[config.mk]
export PLATFORM = sky130hd
export DESIGN_NAME = usb_tx_serializer
export DESIGN_NICKNAME = d
export VERILOG_FILES = /design/src/rtl/usb_tx_serializer.sv
export SDC_FILE = /design/constraint.sdc
export NUM_CORES = 1
export LEC_CHECK = 0
export CAP_MARGIN = 30
export CORE_MARGIN = 1
export CORE_UTILIZATION = 45
export CTS_CLUSTER_DIAMETER = 200
export DETAILED_ROUTE_END_ITERATION = 10
export HOLD_SLACK_MARGIN = 0.1
export PLACE_DENSITY = 0.68
export SYNTH_ARGS = -nofsm -noshare
export SYNTH_HDL_FRONTEND = slang
export SYNTH_SLANG_ARGS = --single-unit
[constraint.sdc]
create_clock -name clk -period 2.25 [get_ports clk]
set_clock_uncertainty 0.05 [all_clocks]
set_input_delay 0.5625 -clock clk [delete_from_list [all_inputs] [get_ports clk]]
set_output_delay 0.5625 -clock clk [all_outputs]
set_load 0.02 [all_outputs]
[src/rtl/usb_tx_serializer.sv]
// Full-speed USB transmit serializer: LSB-first shift, bit stuffing,
// NRZI line coding and SE0 end-of-packet, one bit per clock.
module usb_tx_serializer #(
  parameter int STUFF_LEN = 6
) (
  input  logic       clk,
  input  logic       n_rst,
  input  logic       load_enable,
  input  logic [7:0] data,
  input  logic       eop,
  output logic       d_plus,
  output logic       d_minus,
  output logic       ready
);

  localparam int CW = $clog2(STUFF_LEN + 1);
  localparam logic [CW-1:0] STUFF_TOP = CW'(STUFF_LEN - 1);

  typedef enum logic [1:0] {
    IDLE,
    SHIFT,
    STUFF,
    EOP
  } state_t;

  state_t          state_q, state_d;
  logic [7:0]      sh_q, sh_d;
  logic [3:0]      bit_q, bit_d;
  logic [CW-1:0]   cnt_q, cnt_d;
  logic            dp_q, dp_d;
  logic            dm_q, dm_d;
  logic            rdy_q, rdy_d;

  always_ff @(posedge clk or negedge n_rst) begin
    if (!n_rst) begin
      state_q <= IDLE;
      sh_q    <= '0;
      bit_q   <= '0;
      cnt_q   <= '0;
      dp_q    <= 1'b1;
      dm_q    <= 1'b0;
      rdy_q   <= 1'b1;
    end else begin
      state_q <= state_d;
      sh_q    <= sh_d;
      bit_q   <= bit_d;
      cnt_q   <= cnt_d;
      dp_q    <= dp_d;
      dm_q    <= dm_d;
      rdy_q   <= rdy_d;
    end
  end

  always_comb begin
    state_d = state_q;
    sh_d    = sh_q;
    bit_d   = bit_q;
    cnt_d   = cnt_q;
    dp_d    = dp_q;
    dm_d    = dm_q;
    rdy_d   = rdy_q;
    if (eop) begin
      state_d = EOP;
      sh_d    = '0;
      bit_d   = '0;
      cnt_d   = '0;
      dp_d    = 1'b0;
      dm_d    = 1'b0;
      rdy_d   = 1'b0;
    end else begin
      unique case (state_q)
        IDLE: begin
          if (load_enable) begin
            sh_d    = data;
            bit_d   = '0;
            rdy_d   = 1'b0;
            state_d = SHIFT;
          end
        end
        SHIFT: begin
          sh_d  = {1'b0, sh_q[7:1]};
          bit_d = bit_q + 4'd1;
          if (sh_q[0]) begin
            cnt_d = cnt_q + 1'b1;
          end else begin
            cnt_d = '0;
            dp_d  = ~dp_q;
            dm_d  = ~dm_q;
          end
          // A full run of ones forces a stuff bit, even after bit 7.
          if (sh_q[0] && cnt_q == STUFF_TOP) begin
            state_d = STUFF;
          end else if (bit_q == 4'd7) begin
            state_d = IDLE;
            rdy_d   = 1'b1;
          end
        end
        STUFF: begin
          cnt_d = '0;
          dp_d  = ~dp_q;
          dm_d  = ~dm_q;
          if (bit_q == 4'd8) begin
            state_d = IDLE;
            rdy_d   = 1'b1;
          end else begin
            state_d = SHIFT;
          end
        end
        EOP: begin
          dp_d    = 1'b1;
          dm_d    = 1'b0;
          rdy_d   = 1'b1;
          state_d = IDLE;
        end
        default: begin
          state_d = IDLE;
          rdy_d   = 1'b1;
        end
      endcase
    end
  end

  assign d_plus  = dp_q;
  assign d_minus = dm_q;
  assign ready   = rdy_q;

endmodule

# After elaboration in Yosys (flattened, before gate mapping)
# Cells that the tools add are included.
dict set report word_totals {
  in_bits 12
  output_inout_bits 3
  ff_bits 20
  wordCells 59
}
dict set report op_classes {
  eq_ne 12
  add_sub_neg 2
  bitwise 2
  muxes 27
  reduce_logical 9
}
# cell n
set ops {}
lappend ops {{8-bit 2-to-1 mux} 2}
lappend ops {{8-bit one-hot mux with 2 select lines} 1}
lappend ops {{3-bit != test (second input constant)} 5}
lappend ops {{1-bit 2-to-1 mux} 10}
lappend ops {{2-bit 2-to-1 mux} 4}
lappend ops {{4-bit 2-to-1 mux} 2}
lappend ops {{2-bit one-hot mux with 4 select lines} 1}
lappend ops {{4-bit one-hot mux with 2 select lines} 1}
lappend ops {{3-bit 2-to-1 mux} 2}
lappend ops {{1-bit one-hot mux with 3 select lines} 2}
lappend ops {{3-bit one-hot mux with 2 select lines} 1}
lappend ops {{2-bit AND reduction} 3}
lappend ops {{3-bit nonzero test} 2}
lappend ops {{4-bit by 1-bit adder with 4-bit output (second input constant)} 1}
lappend ops {{2-bit equality test (second input constant)} 2}
lappend ops {{4-bit by 3-bit equality test with 1-bit output (second input constant)} 1}
lappend ops {{4-bit equality test (second input constant)} 1}
lappend ops {{4-bit != test (second input constant)} 1}
lappend ops {{1-bit one-hot mux with 4 select lines} 1}
lappend ops {{4-bit AND reduction} 1}
lappend ops {{4-bit nonzero test} 1}
lappend ops {{3-bit by 1-bit adder with 3-bit output (second input constant)} 1}
lappend ops {{3-bit equality test (second input constant)} 1}
lappend ops {{2-bit by 1-bit equality test with 1-bit output (second input constant)} 1}
lappend ops {{3 further kinds} 4}

# Depth between registers and ports, before layout
# Gate-level depths: netlist (run 1).
dict set report depth {
  ltp_word 5
  ltp_mapped 8
}

# Worst setup path before layout (run 1)
# No wires, ideal clock.
dict set report synth_path {
  path_kind {register to register}
  startpoint {reg state_q[1]}
  endpoint {reg sh_q[0]}
  setup_time_ns 0.127
  stages_incl_launch_ff 9
  required_ns 2.073
  period_less_slack_ns 1.594
  t_arrival_ns 1.417
  setup_slack_ns 0.656
  n_path_buf 2
  cell_sequence {dfrtp_1 -> inv_1 -> ha_1 -> buf_4 -> nor2b_1 -> nor3b_4 -> buf_6 -> a222oi_1 -> inv_1}
}
dict set report synth_between {
  elab_chain_len 3
}
# element line_no
set synth_rtl {}
lappend synth_rtl {{start: declaration} 26} ;# state_t state_q, state_d;
lappend synth_rtl {{start signal: assignment} 44} ;# state_q <= state_d;
lappend synth_rtl {{2-bit by 1-bit equality test with 1-bit output or 2-bit logical NOT (tied branches)} 71} ;# unique case (state_q)
lappend synth_rtl {{8-bit one-hot mux with 2 select lines, or another cell as far along} 71}
lappend synth_rtl {{8-bit 2-to-1 mux or 2-bit AND reduction (tied branches)} --}
lappend synth_rtl {{end signal: assignment} 37} ;# sh_q <= '0;
lappend synth_rtl {{end signal: assignment} 45} ;# sh_q <= sh_d;
lappend synth_rtl {{end: declaration} 27} ;# logic [7:0] sh_q, sh_d;
# Parallel ways exist; a longest one is shown, timed or not.
# A chain may end at the register's enable or synchronous reset.

# Worst setup path after layout (run 1)
dict set report layout_path {
  startpoint {reg dp_q (netlist: d_plus)}
  endpoint {out d_plus}
}
# element line_no
set layout_lines {}
lappend layout_lines {{start: declaration} 30} ;# logic dp_q, dp_d;
lappend layout_lines {{start signal: assignment} 48} ;# dp_q <= dp_d;
lappend layout_lines {{end: declaration} 11} ;# output logic d_plus,
# No word-level cell between the ends.

==> results.json, run 1 <==
{
  "core_area_sq_um": 2255,
  "powerDensity_nw_per_um2": 665.4,
  "finalCritPeriodShare_pct": 91.56,
  "synth.cell_area_sq_um": 1102,
  "antenna_found_initial": 0,
  "slew_headroom_pct": 70.06,
  "grt_setup_unrepaired": "no",
  "fmax_ghz": 0.4854,
  "vias_per_cell": 5.527,
  "crit_fanout": 3,
  "power_leakage_uw": 0.0006165,
  "area_delta_synth_final_pct": 19.07,
  "insertion_delay_ps": 300,
  "io_pins": 15,
  "grt_pass1_wl_mm": 3.691,
  "cp_top_family": "buffers and inverters",
  "dr.first_iter.drc_count": 40,
  "clk_pin_slew_ps": 110,
  "worst_pin_slew_ps": 446.6,
  "rows": 17,
  "required_ps": 1640,
  "tritoncts": "built",
  "drv_slew": 0,
  "gr-total-overflow": 0,
  "crit_arrival_ps": 1450,
  "slowest_delay_ps": 600,
  "portBuffers": 14,
  "first_global_vias": 813,
  "die_area_sq_um": 2652,
  "h-tree-depth": 1,
  "holdPathStages": 2,
  "final_nets": 141,
  "ys_seq_area_share_pct": 45.63,
  "worst-path-stages": 1,
  "start_kind": "register",
  "drive_above_1_share_pct": 13.33,
  "drtPass1Iterations": 5,
  "cts_setup_buffers": 0,
  "cts_resized": 0,
  "maxCapViolCount": 0,
  "end_kind": "output port",
  "yosysWarnings": 0,
  "setup_ws_ps": 189.9,
  "die_w_um": 51.50,
  "synth_nets": 122,
  "synth_area_per_cell_sq_um": 10.81,
  "synth_seq_cells": 20,
  "fp.dieH_um": 51.50,
  "numClockSinks": 20,
  "critPathKind": "reg2out",
  "yosysUniqueCellTypes": 36,
  "cts_made_buffers": 3,
  "hpwl_mm": 1.524,
  "setup_violations": 0,
  "postSynth.asyncResetShare_pct": 100.0,
  "dpl_worst_slack_ps": 141.7,
  "hold_ws_ps": 450.0,
  "vias": 818,
  "routed_wl_mm": 2.075,
  "synth_edf_count": 0,
  "r2r_cells": 7,
  "ir_drop_uv": 408.2,
  "status": "complete, no violations",
  "ys.flop_type": "dfrtp_1",
  "drc": 0,
  "fin_util_pct": 58.21,
  "fin_crit_ps": 2060,
  "power_uw": 873.4,
  "routabilityCongestion": 0.7525,
  "hp-class": "reg2reg",
  "fill_cells": 202,
  "syn_inst": 102,
  "initial_core_util_pct": 48.89,
  "diodes": 0,
  "final-hold-violation-count": 0,
  "ant_nets": 0,
  "grt_max_degree": 21,
  "cp_num_buf_inv": 1,
  "slowest_stage": "clkdlybuf4s50_1",
  "clockRootBuffer": "clkbuf_4",
  "wl_per_cell_um": 14.02,
  "tns_ps": 0,
  "ctsHoldBuffers": 0,
  "crit_chain": "clkdlybuf4s50_1",
  "grt_usage_pct": 18.96,
  "ctsLongestPathBuffers": 2
}
worst paths after layout:
path / from / to / slack, ps
min in group asynchronous: n_rst / bit_q[3]$_DFFE_PN0P_ / 540
hold / removal: sh_q[3]$_DFFE_PN0P_ / sh_q[3]$_DFFE_PN0P_ / 450
hold reg to reg: sh_q[3]$_DFFE_PN0P_ / sh_q[3]$_DFFE_PN0P_ / 450
setup / recovery: d_plus$_DFFE_PN1P_ / d_plus / 190
max in group asynchronous: n_rst / ready$_DFFE_PN1P_ / 1340
setup reg to reg: state_q[1]$_DFFE_PN0P_ / sh_q[0]$_DFFE_PN0P_ / 390
synth_stat cells, drive strengths merged, types with 2 or more instances:
cell type	number	area share, %
buf	3	2.2
nor2b	3	1.9
ha	8	9.1
a21oi	3	1.4
a222oi	6	5.4
mux2	2	2.0
nand2b	3	1.7
o21ai	3	1.4
nor3b	3	3.1
dfrtp	18	41
dfstp	2	4.8
mux2i	2	1.8
a22o	4	3.2
nor3	5	2.7
inv	14	4.8
nand3b	2	1.4
nand2	5	1.7
nor2	2	0.68
nand3	3	1.4
power breakdown:
part           internal, uW  switching, uW
sequential              401           27.6
clock                  98.7            109
combinational           115            122
total                   615            259
kinds of logic after synthesis:
logic type / share of synthesized area [%]
adders and majority gates: 9.081
buffers and inverters: 6.924
muxes: 3.859
xor gates and xnor gates: 0.7947
DFF: 45.63
and+or+nand+nor: 15.32
AOI/OAI and AO/OA: 18.39
per-stage QoR:
stage / cells / area [sq um]
final: 148 / 1313
after global routing: 148 / 1313
after CTS: 148 / 1313
after detailed placement: 144 / 1276
after global placement: 144 / 1276
after floorplan: 102 / 1102
layout by cell type (no fill, tap or decap), drive strengths merged:
master / Yosys / layout
dfrtp: 18 / 18
nand3b: 2 / 2
buf: 3 / 3
dfstp: 2 / 2
o22a: 1 / 1
a22o: 4 / 4
a21o: 1 / 1
xnor2: 1 / 1
inv: 14 / 14
a31o: 1 / 1
mux2: 2 / 2
ha: 8 / 8
a211o: 1 / 1
nor3: 5 / 5
clkbuf: 0 / 4
o31ai: 1 / 1
nor2b: 3 / 3
nand2b: 3 / 3
and3b: 1 / 1
a211oi: 1 / 1
a21boi: 1 / 1
a21oi: 3 / 3
nand3: 3 / 3
nand2: 5 / 5
clkdlybuf4s50: 0 / 14
nor3b: 3 / 3
mux2i: 2 / 2
a222oi: 6 / 6
a2bb2oi: 1 / 1
nor2: 2 / 2
o311ai: 1 / 1
o21ai: 3 / 3
registers in the layout, indices dropped and copies added (netlist names):
| name | flops |
|---|---|
| sh_q | 8 |
| bit_q | 4 |
| cnt_q | 3 |
| state_q | 2 |
| d_minus | 1 |
| d_plus | 1 |
| ready | 1 |
per-layer routing:
| layer | global-route usage (%) | vias to the layer above | share of wire (%) | routed length (um) |
|---|---|---|---|---|
| li1 | - | 410 | - | - |
| met1 | 27.36 | 393 | 51 | 1062 |
| met2 | 28.14 | 13 | 44 | 922 |
| met3 | 3.801 | 2 | 3.7 | 77 |
| met4 | 6.757 | 0 | 0.63 | 13 |
| met5 | 0 | - | 0 | 0 |
area by class of cell:
class,instances,area [sq um],share of cell area [%]
Sequential cell,20,503.0,38.32
Clock buffer,4,36.28,2.765
Tap cell,28,35.03,2.669
Multi-Input combinational cell,65,523.0,39.85
Timing Repair Buffer,17,162.7,12.39
Inverter,14,52.55,4.004
(Power assumes the default switching activity.)
==> run 2: changes to the inputs <==
Settings changed: ABC_CLOCK_PERIOD_IN_PS from default to 2250.
==> results of run 2 <==
No change in the layout: final DEF, timing and power equal those of run 1.
==> run 3: changes to the inputs <==
Settings changed: ABC_CLOCK_PERIOD_IN_PS 2250 to 2600.
Clock period 2.25 ns to 2.6 ns, I/O delays scaled along.
==> results.json, run 3 (synthesis results as in run 1) <==
{
  "tns_ps": 0,
  "final_nets": 141,
  "insertion_delay_ps": 300,
  "final_common_cell": "dfrtp_1",
  "rows": 17,
  "sw_frac_of_total_pct": 30.91,
  "pwr-share-seq_pct": 50.7,
  "routed_wl_mm": 2.070,
  "regToRegStartpoint": "state_q[1]$_DFFE_PN0P_",
  "final_cell_mix": "18 x dfrtp_1, 14 x inv_1, 14 x clkdlybuf4s50_1, 8 x ha_1, 6 x a222oi_1",
  "hp-class": "reg2reg",
  "numClockSinks": 20,
  "end_kind": "output port",
  "critPathLaunch": "d_plus$_DFFE_PN1P_",
  "fin_util_pct": 57.77,
  "top_regs": "sh_q x8, bit_q x4, cnt_q x3",
  "routabilityCongestion": 0.7571,
  "first_global_vias": 765,
  "crit_arrival_ps": 1460,
  "hold_start": "sh_q[3]$_DFFE_PN0P_",
  "drc": 0,
  "fin_crit_ps": 2161,
  "clk_pin_slew_ps": 110,
  "grt_setup_unrepaired": "no",
  "p_clk_share_pct": 21.1,
  "wl_per_cell_um": 13.99,
  "grt_pass1_wl_mm": 3.588,
  "crit_fanout": 3,
  "antenna_found_initial": 0,
  "io_pins": 15,
  "final_cells": 148,
  "core_area_sq_um": 2255,
  "p_comb_share_pct": 28.2,
  "cts_made_buffers": 3,
  "drive_above_1_share_pct": 12.50,
  "critPathKind": "reg2out",
  "diodes": 0,
  "h-tree-depth": 1,
  "top_register": "sh_q",
  "start_kind": "register",
  "finalCritPeriodShare_pct": 83.11,
  "slowest_delay_ps": 600,
  "placed_cell_area_sq_um": 1276,
  "area_delta_synth_final_pct": 18.16,
  "design_area_sq_um": 1303,
  "slew_headroom_pct": 67.56,
  "required_ps": 1900,
  "fill_cells": 218,
  "crit_chain": "clkdlybuf4s50_1",
  "clockRootBuffer": "clkbuf_4",
  "initial_core_util_pct": 48.89,
  "final-hold-violation-count": 0,
  "cp_num_buf_inv": 1,
  "power_leakage_uw": 0.0006105,
  "hpwl_mm": 1.481,
  "vias": 809,
  "die_w_um": 51.50,
  "cts_resized": 0,
  "maxCapViolCount": 0,
  "power_switching_uw": 226.6,
  "ir_drop_uv": 312.6,
  "tritoncts": "built",
  "cts_setup_buffers": 0,
  "portBuffers": 14,
  "p_int_uw": 506.3,
  "setup_violations": 0,
  "drv_slew": 0,
  "cp_top_family": "buffers and inverters",
  "largest_register_ffs": 8,
  "placedCellCount": 144,
  "dr.first_iter.drc_count": 28,
  "fmax_ghz": 0.4628,
  "vias_per_cell": 5.466,
  "status": "complete, no violations",
  "gr-total-overflow": 0,
  "fp.dieH_um": 51.50,
  "dpl_worst_slack_ps": 337.5,
  "grt_max_degree": 21,
  "slowest_stage": "clkdlybuf4s50_1",
  "worst_pin_slew_ps": 486.1,
  "ctsHoldBuffers": 0,
  "die_area_sq_um": 2652,
  "powerDensity_nw_per_um2": 562.7,
  "grt_usage_pct": 18.90,
  "ctsLongestPathBuffers": 2,
  "drtPass1Iterations": 6,
  "ant_nets": 0,
  "setup_ws_ps": 439.2
}
[run 3: cell count changes in the layout (fill, tap and decap cells not counted)]
cell | previous run | this run
clkbuf_1 | 0 | 1
clkbuf_8 | 1 | 0
[run 3: path summary, 6_finish.rpt]
| kind | end | slack [ps] | cells past startpoint |
|---|---|---|---|
| max | d_plus | 440 | 1 |
| min | sh_q[3]$_DFFE_PN0P_ | 450 | 2 |
| max reg2reg | bit_q[2]$_DFFE_PN0P_ | 640 | 6 |
| min reg2reg | sh_q[3]$_DFFE_PN0P_ | 450 | 2 |
| max in group asynchronous | d_plus$_DFFE_PN1P_ | 1610 | 2 |
| min in group asynchronous | bit_q[1]$_DFFE_PN0P_ | 620 | 2 |
[run 3: layout make-up]
cell class	instances	area, sq um	area share [%]
clock buffer	4	26.28	2.017
inverter	14	52.55	4.035
multi-input combinational	65	523.0	40.15
sequential	20	503.0	38.62
tap	28	35.03	2.690
timing repair buffer	17	162.7	12.49
[run 3: power groups by stage]
stage          logic (uW)  clock network, uW  registers, uW
4_1_cts               208                162            371
6_report              207                155            371
3_5_place_dp          206                  0            377
5_1_grt               233                173            376
2_1_floorplan         122                  0            388
3_3_place_gp          202                  0            376
[run 3: through the flow]
step                power (uW)  hold WS [ps]
finish                   732.9         453.8
global route             781.4         491.0
CTS                      741.2         461.9
detailed placement       583.3         429.5
global placement         577.4         425.5
floorplan                510.2         304.4
[run 3: per-layer routing]
layer	vias to the layer above	global-route usage (%)	wire length (um)	part of all wire, %
met2	18	26.62	913	44
met4	0	9.459	29	1.4
li1	406	-	-	-
met1	381	27.55	1054	51
met3	4	3.509	72	3.5
met5	-	0	0	0
==> edit 1, RTL diff (settings of run 1) <==
Re-encode `state_t` (4 states) as one-hot, 4 bits wide.
--- a/src/rtl/usb_tx_serializer.sv
+++ b/src/rtl/usb_tx_serializer.sv
@@ -16,11 +16,11 @@
   localparam int CW = $clog2(STUFF_LEN + 1);
   localparam logic [CW-1:0] STUFF_TOP = CW'(STUFF_LEN - 1);
 
-  typedef enum logic [1:0] {
-    IDLE,
-    SHIFT,
-    STUFF,
-    EOP
+  typedef enum logic [3:0] {
+    IDLE  = 4'b0001,
+    SHIFT = 4'b0010,
+    STUFF = 4'b0100,
+    EOP   = 4'b1000
   } state_t;
 
   state_t          state_q, state_d;
Check against the original RTL: same outputs for any inputs over 10 cycles, from zero or initial values and one cycle with n_rst low; not proved beyond that.
==> edit 1 against run 1 <==
Via count grew 17%; critical path type unchanged; final area grew 13%; area after synthesis grew 16%; sequential cell count grew 2; utilization shrank 0.82 points; non-clock buffer count grew 3; worst setup slack lost 0.044 ns; sequential power grew 4.9%; total power shrank 13%; routed wire length grew 18%; synthesized cell count grew 24%.
==> edit 1: results (changes against run 1) <==
| Metric | Value |
|---|---|
| Syn_nets | 142 (+16%) |
| Num CTS Buffers | 3 (unchanged) |
| Initial antenna violation count | 0 (unchanged) |
| Synth cell count leaders | nand2_1 (20), dfrtp_1 (19), a21oi_1 (11) |
| Yosys cell types | 37 (+2.8%) |
| Final net count | 160 (+13%) |
| ANT cells | 0 (unchanged) |
| WL met1 | 1220 microns (+15%) |
| CP top delay family | buffers and inverters |
| Via-to-Cell Ratio | 5.55 (+0.50%) |
| Slowest cell on the critical path | clkdlybuf4s50_1 |
| Reg clk slew, reported paths | 0.12 ns |
| Drt first pass iters | 4 (-1) |
| Met3 wire length | 87 microns (+13%) |
| Yosys Warn Count | 0 (unchanged) |
| Synth area leaders | dfrtp_1 (37%), mux2_2 (8.8%), dfstp_2 (6.2%), nand2_1 (5.9%), a21oi_1 (4.3%) |
| Largest regs | sh_q: 8 flops, bit_q: 4 flops, state_q: 4 flops |
| Critical Path AT | 1.49 ns (+0.04 ns) |
| Cell Area, Placed | 0.00146 sq mm (+14%) |
| Vias in the first global route | 875 (+7.6%) |
| Detailed route wirelength on metal2 | 1110 microns (+20%) |
| Uppermost routed layer | met4 |
| Peak VDD IR | 0.000396 V (-3.1%) |
| Post-CTS Resized | 0 (unchanged) |
| Clk Latency, worst-skew pair | 0.31 ns |
| Slew margin rel. | 0.688 (-0.0121) |
| Routability cong. | 0.784 (+4.2%) |
| Global-route wire length before repair | 4060 microns (+9.9%) |
| Detail Placement HPWL | 1780 microns (+17%) |
| Worst path max stage delay | 0.60 ns (about the same) |
| Status | finished, final reports clean |
| Largest net degree at the start of global routing | 23 (+9.5%) |
| Worst hold path type | flop to flop |
| Clk root buf | clkbuf_4 |
| Tot GR Track Use | 0.168 (-0.0212) |
| Drt total wl | 2440 microns (+18%) |
| PortBufs | 14 (unchanged) |
| Fillers | 231 (+14%) |
| Synth async-reset ratio | 1.00 (unchanged) |
| Post-CTS Setup Inserts | 0 (unchanged) |
| Bufs on Longest Clock Path | 2 (unchanged) |
| H-tree depth | 1 (unchanged) |
| Crit-path max FO | 4 (+1) |
| Initial DRC count | 16 (-60%) |
| Share of cells above drive strength 1 | 0.203 (+0.0695) |
| Post-synth top flop | dfrtp_1 |
| Register area share after synthesis | 0.433 (-0.0237) |
| Leak | 0.635 nW (+3.0%) |
-- edit 1: layout make-up --
type | instances | area (sq um) | share of cell area
well taps | 30 | 37.5 | 0.0253
repair buffers | 20 | 185 | 0.125
flip-flops and latches | 22 | 554 | 0.373
inverters | 4 | 15.0 | 0.0101
multi-input cells | 93 | 668 | 0.449
clock buffers | 4 | 26.3 | 0.0177
-- edit 1: where the power goes --
part	switching, mW	internal (mW)
Sequential	0.0264	0.424
Combinational	0.0570	0.0685
Clock	0.118	0.0692
Total	0.201	0.562
-- edit 1: through the flow --
step / worst slack, ns / hold slack, ns / power (mW) / util / instances
global placement: 0.205 / 0.437 / 0.579 / 0.564 / 169
floorplan: 0.454 / 0.217 / 0.530 / - / 126
finish: 0.146 / 0.474 / 0.763 / 0.574 / 173
detailed placement: 0.125 / 0.446 / 0.583 / 0.564 / 169
CTS: 0.133 / 0.474 / 0.774 / 0.574 / 173
global route: 0.0940 / 0.494 / 0.809 / 0.574 / 173
-- edit 1: routing by layer --
| metal | global-route usage | vias up |
|---|---|---|
| met1 | 0.236 | 466 |
| li1 | - | 478 |
| met2 | 0.251 | 12 |
| met4 | 0.0429 | 0 |
| met5 | 0 | - |
| met3 | 0.0539 | 5 |
-- edit 1: logic make-up (layout without fill, tap and decap cells) --
logic type	count (synthesis)	count (layout)	share of synthesized area
flip-flops	22	22	0.433
AO/OA/AOI/OAI	25	25	0.143
adder cells (fa/ha/maj)	4	4	0.0391
XOR/XNOR	2	2	0.0137
AND/OR/NAND/NOR	52	52	0.238
buffers and inverters	11	28	0.0459
multiplexers	10	10	0.0879
-- edit 1: worst paths after layout --
| check | start | endpoint | slack, ns | cells past startpoint |
|---|---|---|---|---|
| worst max-delay path | ready$_DFFE_PN1P_ | ready | 0.15 | 1 |
| worst min-delay path | sh_q[6]$_DFFE_PN0P_ | sh_q[6]$_DFFE_PN0P_ | 0.47 | 1 |
| worst max register to register | state_q[2]$_DFFE_PN0P_ | sh_q[0]$_DFFE_PN0P_ | 0.36 | 4 |
| worst min register to register | sh_q[6]$_DFFE_PN0P_ | sh_q[6]$_DFFE_PN0P_ | 0.47 | 1 |
| max in group asynchronous | n_rst | state_q[0]$_DFFE_PN1P_ | 1.33 | 2 |
| min in group asynchronous | n_rst | cnt_q[1]$_DFFE_PN0P_ | 0.54 | 2 |
==> edit 2, RTL diff (flow settings as in run 1) <==
Without the edit above. Set the parameter `STUFF_LEN` to 7 (it was 6).
--- a/src/rtl/usb_tx_serializer.sv
+++ b/src/rtl/usb_tx_serializer.sv
@@ -1,7 +1,7 @@
 // Full-speed USB transmit serializer: LSB-first shift, bit stuffing,
 // NRZI line coding and SE0 end-of-packet, one bit per clock.
 module usb_tx_serializer #(
-  parameter int STUFF_LEN = 6
+  parameter int STUFF_LEN = 7
 ) (
   input  logic       clk,
   input  logic       n_rst,
Check against the original RTL: not equivalent (Yosys sat finds a counterexample within 10 cycles, from zero or initial values and one cycle with n_rst low).
==> edit 2 against run 1 <==
Die area increased by 0.97%; worst setup slack lost 0.016 ns; sequential cell count did not move; final area is 1.4% higher; total power is 8.1% higher; cell count increased by 1.4%; area after synthesis up 1.0%; via count rose by 3.8%; routed wire length increased by 5.0%.
==> edit 2: results (changes against run 1) <==
| Metric | Value |
|---|---|
| Status | finished, final reports clean |
| Worst path max stage delay | 0.60 ns (about the same) |
| Uppermost routed layer | met4 |
| Clk Latency, worst-skew pair | 0.30 ns (about the same) |
| Leak | 0.617 nW (about the same) |
| Peak VDD IR | 0.000365 V (-11%) |
| H-tree depth | 1 (unchanged) |
| CP top delay family | buffers and inverters |
| Largest net degree at the start of global routing | 15 (-29%) |
| Setup WS pre-CTS | 0.178 ns (+0.0364 ns) |
| Global-route wire length before repair | 3660 microns (-0.92%) |
| Post-CTS Setup Inserts | 0 (unchanged) |
| Via-to-Cell Ratio | 5.66 (+2.4%) |
| Global Route met1 Usage | 0.274 (about the same) |
| Bufs on Longest Clock Path | 2 (unchanged) |
| Critical Path AT | 1.46 ns |
| Largest regs | sh_q: 8 flops, bit_q: 4 flops, cnt_q: 3 flops |
| Met3 usage | 0.0380 (unchanged) |
| Synth area leaders | dfrtp_1 (40%), ha_1 (9.0%), a222oi_1 (5.4%), dfstp_2 (4.7%), inv_1 (4.7%) |
| Detail Placement HPWL | 1610 microns (+5.5%) |
| PortBufs | 14 (unchanged) |
| Worst hold path type | flop to flop |
| Num CTS Buffers | 3 (unchanged) |
| Yosys cell types | 35 (-2.8%) |
| WL per Instance | 14.5 microns (+3.6%) |
| Reg clk slew, reported paths | 0.12 ns |
| Routability cong. | 0.810 (+7.7%) |
| Post-CTS Resized | 0 (unchanged) |
| Initial DRC count | 41 (+2.5%) |
| Post-synth EDFFs | 0 (unchanged) |
| Yosys Warn Count | 0 (unchanged) |
| Synth async-reset ratio | 1.00 (unchanged) |
| Share of cells above drive strength 1 | 0.156 (+0.0224) |
| Share of Yosys cell area claimed by the top area cell type | 0.404 (-0.00413) |
| Met2 usage | 0.271 (-0.0108) |
| Met3 wire length | 121 microns (+57%) |
| Slowest cell on the critical path | clkdlybuf4s50_1 |
| Initial antenna violation count | 0 (unchanged) |
| Sw power | 0.300 mW (+16%) |
| WL met1 | 1050 microns (-1.1%) |
| Syn_nets | 123 (+0.82%) |
| Crit-path max FO | 3 (unchanged) |
| Final Max Tran Viols | 0 (unchanged) |
| ANT cells | 0 (unchanged) |
| Slew margin rel. | 0.728 (+0.0272) |
| Clk root buf | clkbuf_4 |
| Tot GR Track Use | 0.193 (+0.00305) |
| Synth cell count leaders | dfrtp_1 (18), inv_1 (14), ha_1 (8) |
| Drt first pass iters | 7 (+2) |
| Cell Area, Placed | 0.00129 sq mm (+1.5%) |
| Vias in the first global route | 773 (-4.9%) |
| Register area share after synthesis | 0.452 (-0.00461) |
| Final net count | 143 (+1.4%) |
| Detailed route wirelength on metal2 | 954 microns (+3.5%) |
==> edit 2: cell type report <==
type / count / area (sq um)
fill: 205 / 945
multi-input combinational: 67 / 542
sequential: 20 / 503
timing repair buffer: 17 / 163
inverter: 14 / 52.6
clock buffer: 4 / 36.3
tap: 28 / 35.0
==> edit 2: stage by stage <==
| step | hold WS [ns] | cells |
|---|---|---|
| 3_5_place_dp | 0.427 | 146 |
| 3_3_place_gp | 0.416 | 146 |
| 4_1_cts | 0.458 | 150 |
| 2_1_floorplan | 0.217 | 103 |
| 5_1_grt | 0.478 | 150 |
| 6_report | 0.456 | 150 |
==> edit 2: power groups by stage <==
stage / Sequential [mW] / Clock (mW) / Combinational [mW]
floorplan: 0.468 / 0 / 0.174
CTS: 0.451 / 0.225 / 0.280
global route: 0.459 / 0.238 / 0.311
finish: 0.451 / 0.214 / 0.279
detailed placement: 0.459 / 0 / 0.278
global placement: 0.455 / 0 / 0.271
==> edit 2: worst paths after layout <==
path / start / end / slack (ns) / cells past startpoint
worst max-delay path: d_plus$_DFFE_PN1P_ / d_plus / 0.17 / 1
min in group asynchronous: n_rst / bit_q[2]$_DFFE_PN0P_ / 0.47 / 1
worst max register to register: state_q[1]$_DFFE_PN0P_ / sh_q[6]$_DFFE_PN0P_ / 0.45 / 6
worst min-delay path: sh_q[4]$_DFFE_PN0P_ / sh_q[4]$_DFFE_PN0P_ / 0.46 / 2
max in group asynchronous: n_rst / state_q[1]$_DFFE_PN0P_ / 1.17 / 2
worst min register to register: sh_q[4]$_DFFE_PN0P_ / sh_q[4]$_DFFE_PN0P_ / 0.46 / 2
==> edit 2: cells by family after synthesis <==
group	Yosys count	synth area share
simple gates	29	0.170
compound gates	26	0.191
flops	20	0.452
buf+inv	16	0.0618
fa+ha+maj	8	0.0899
mux	3	0.0281
xor+xnor	1	0.00787
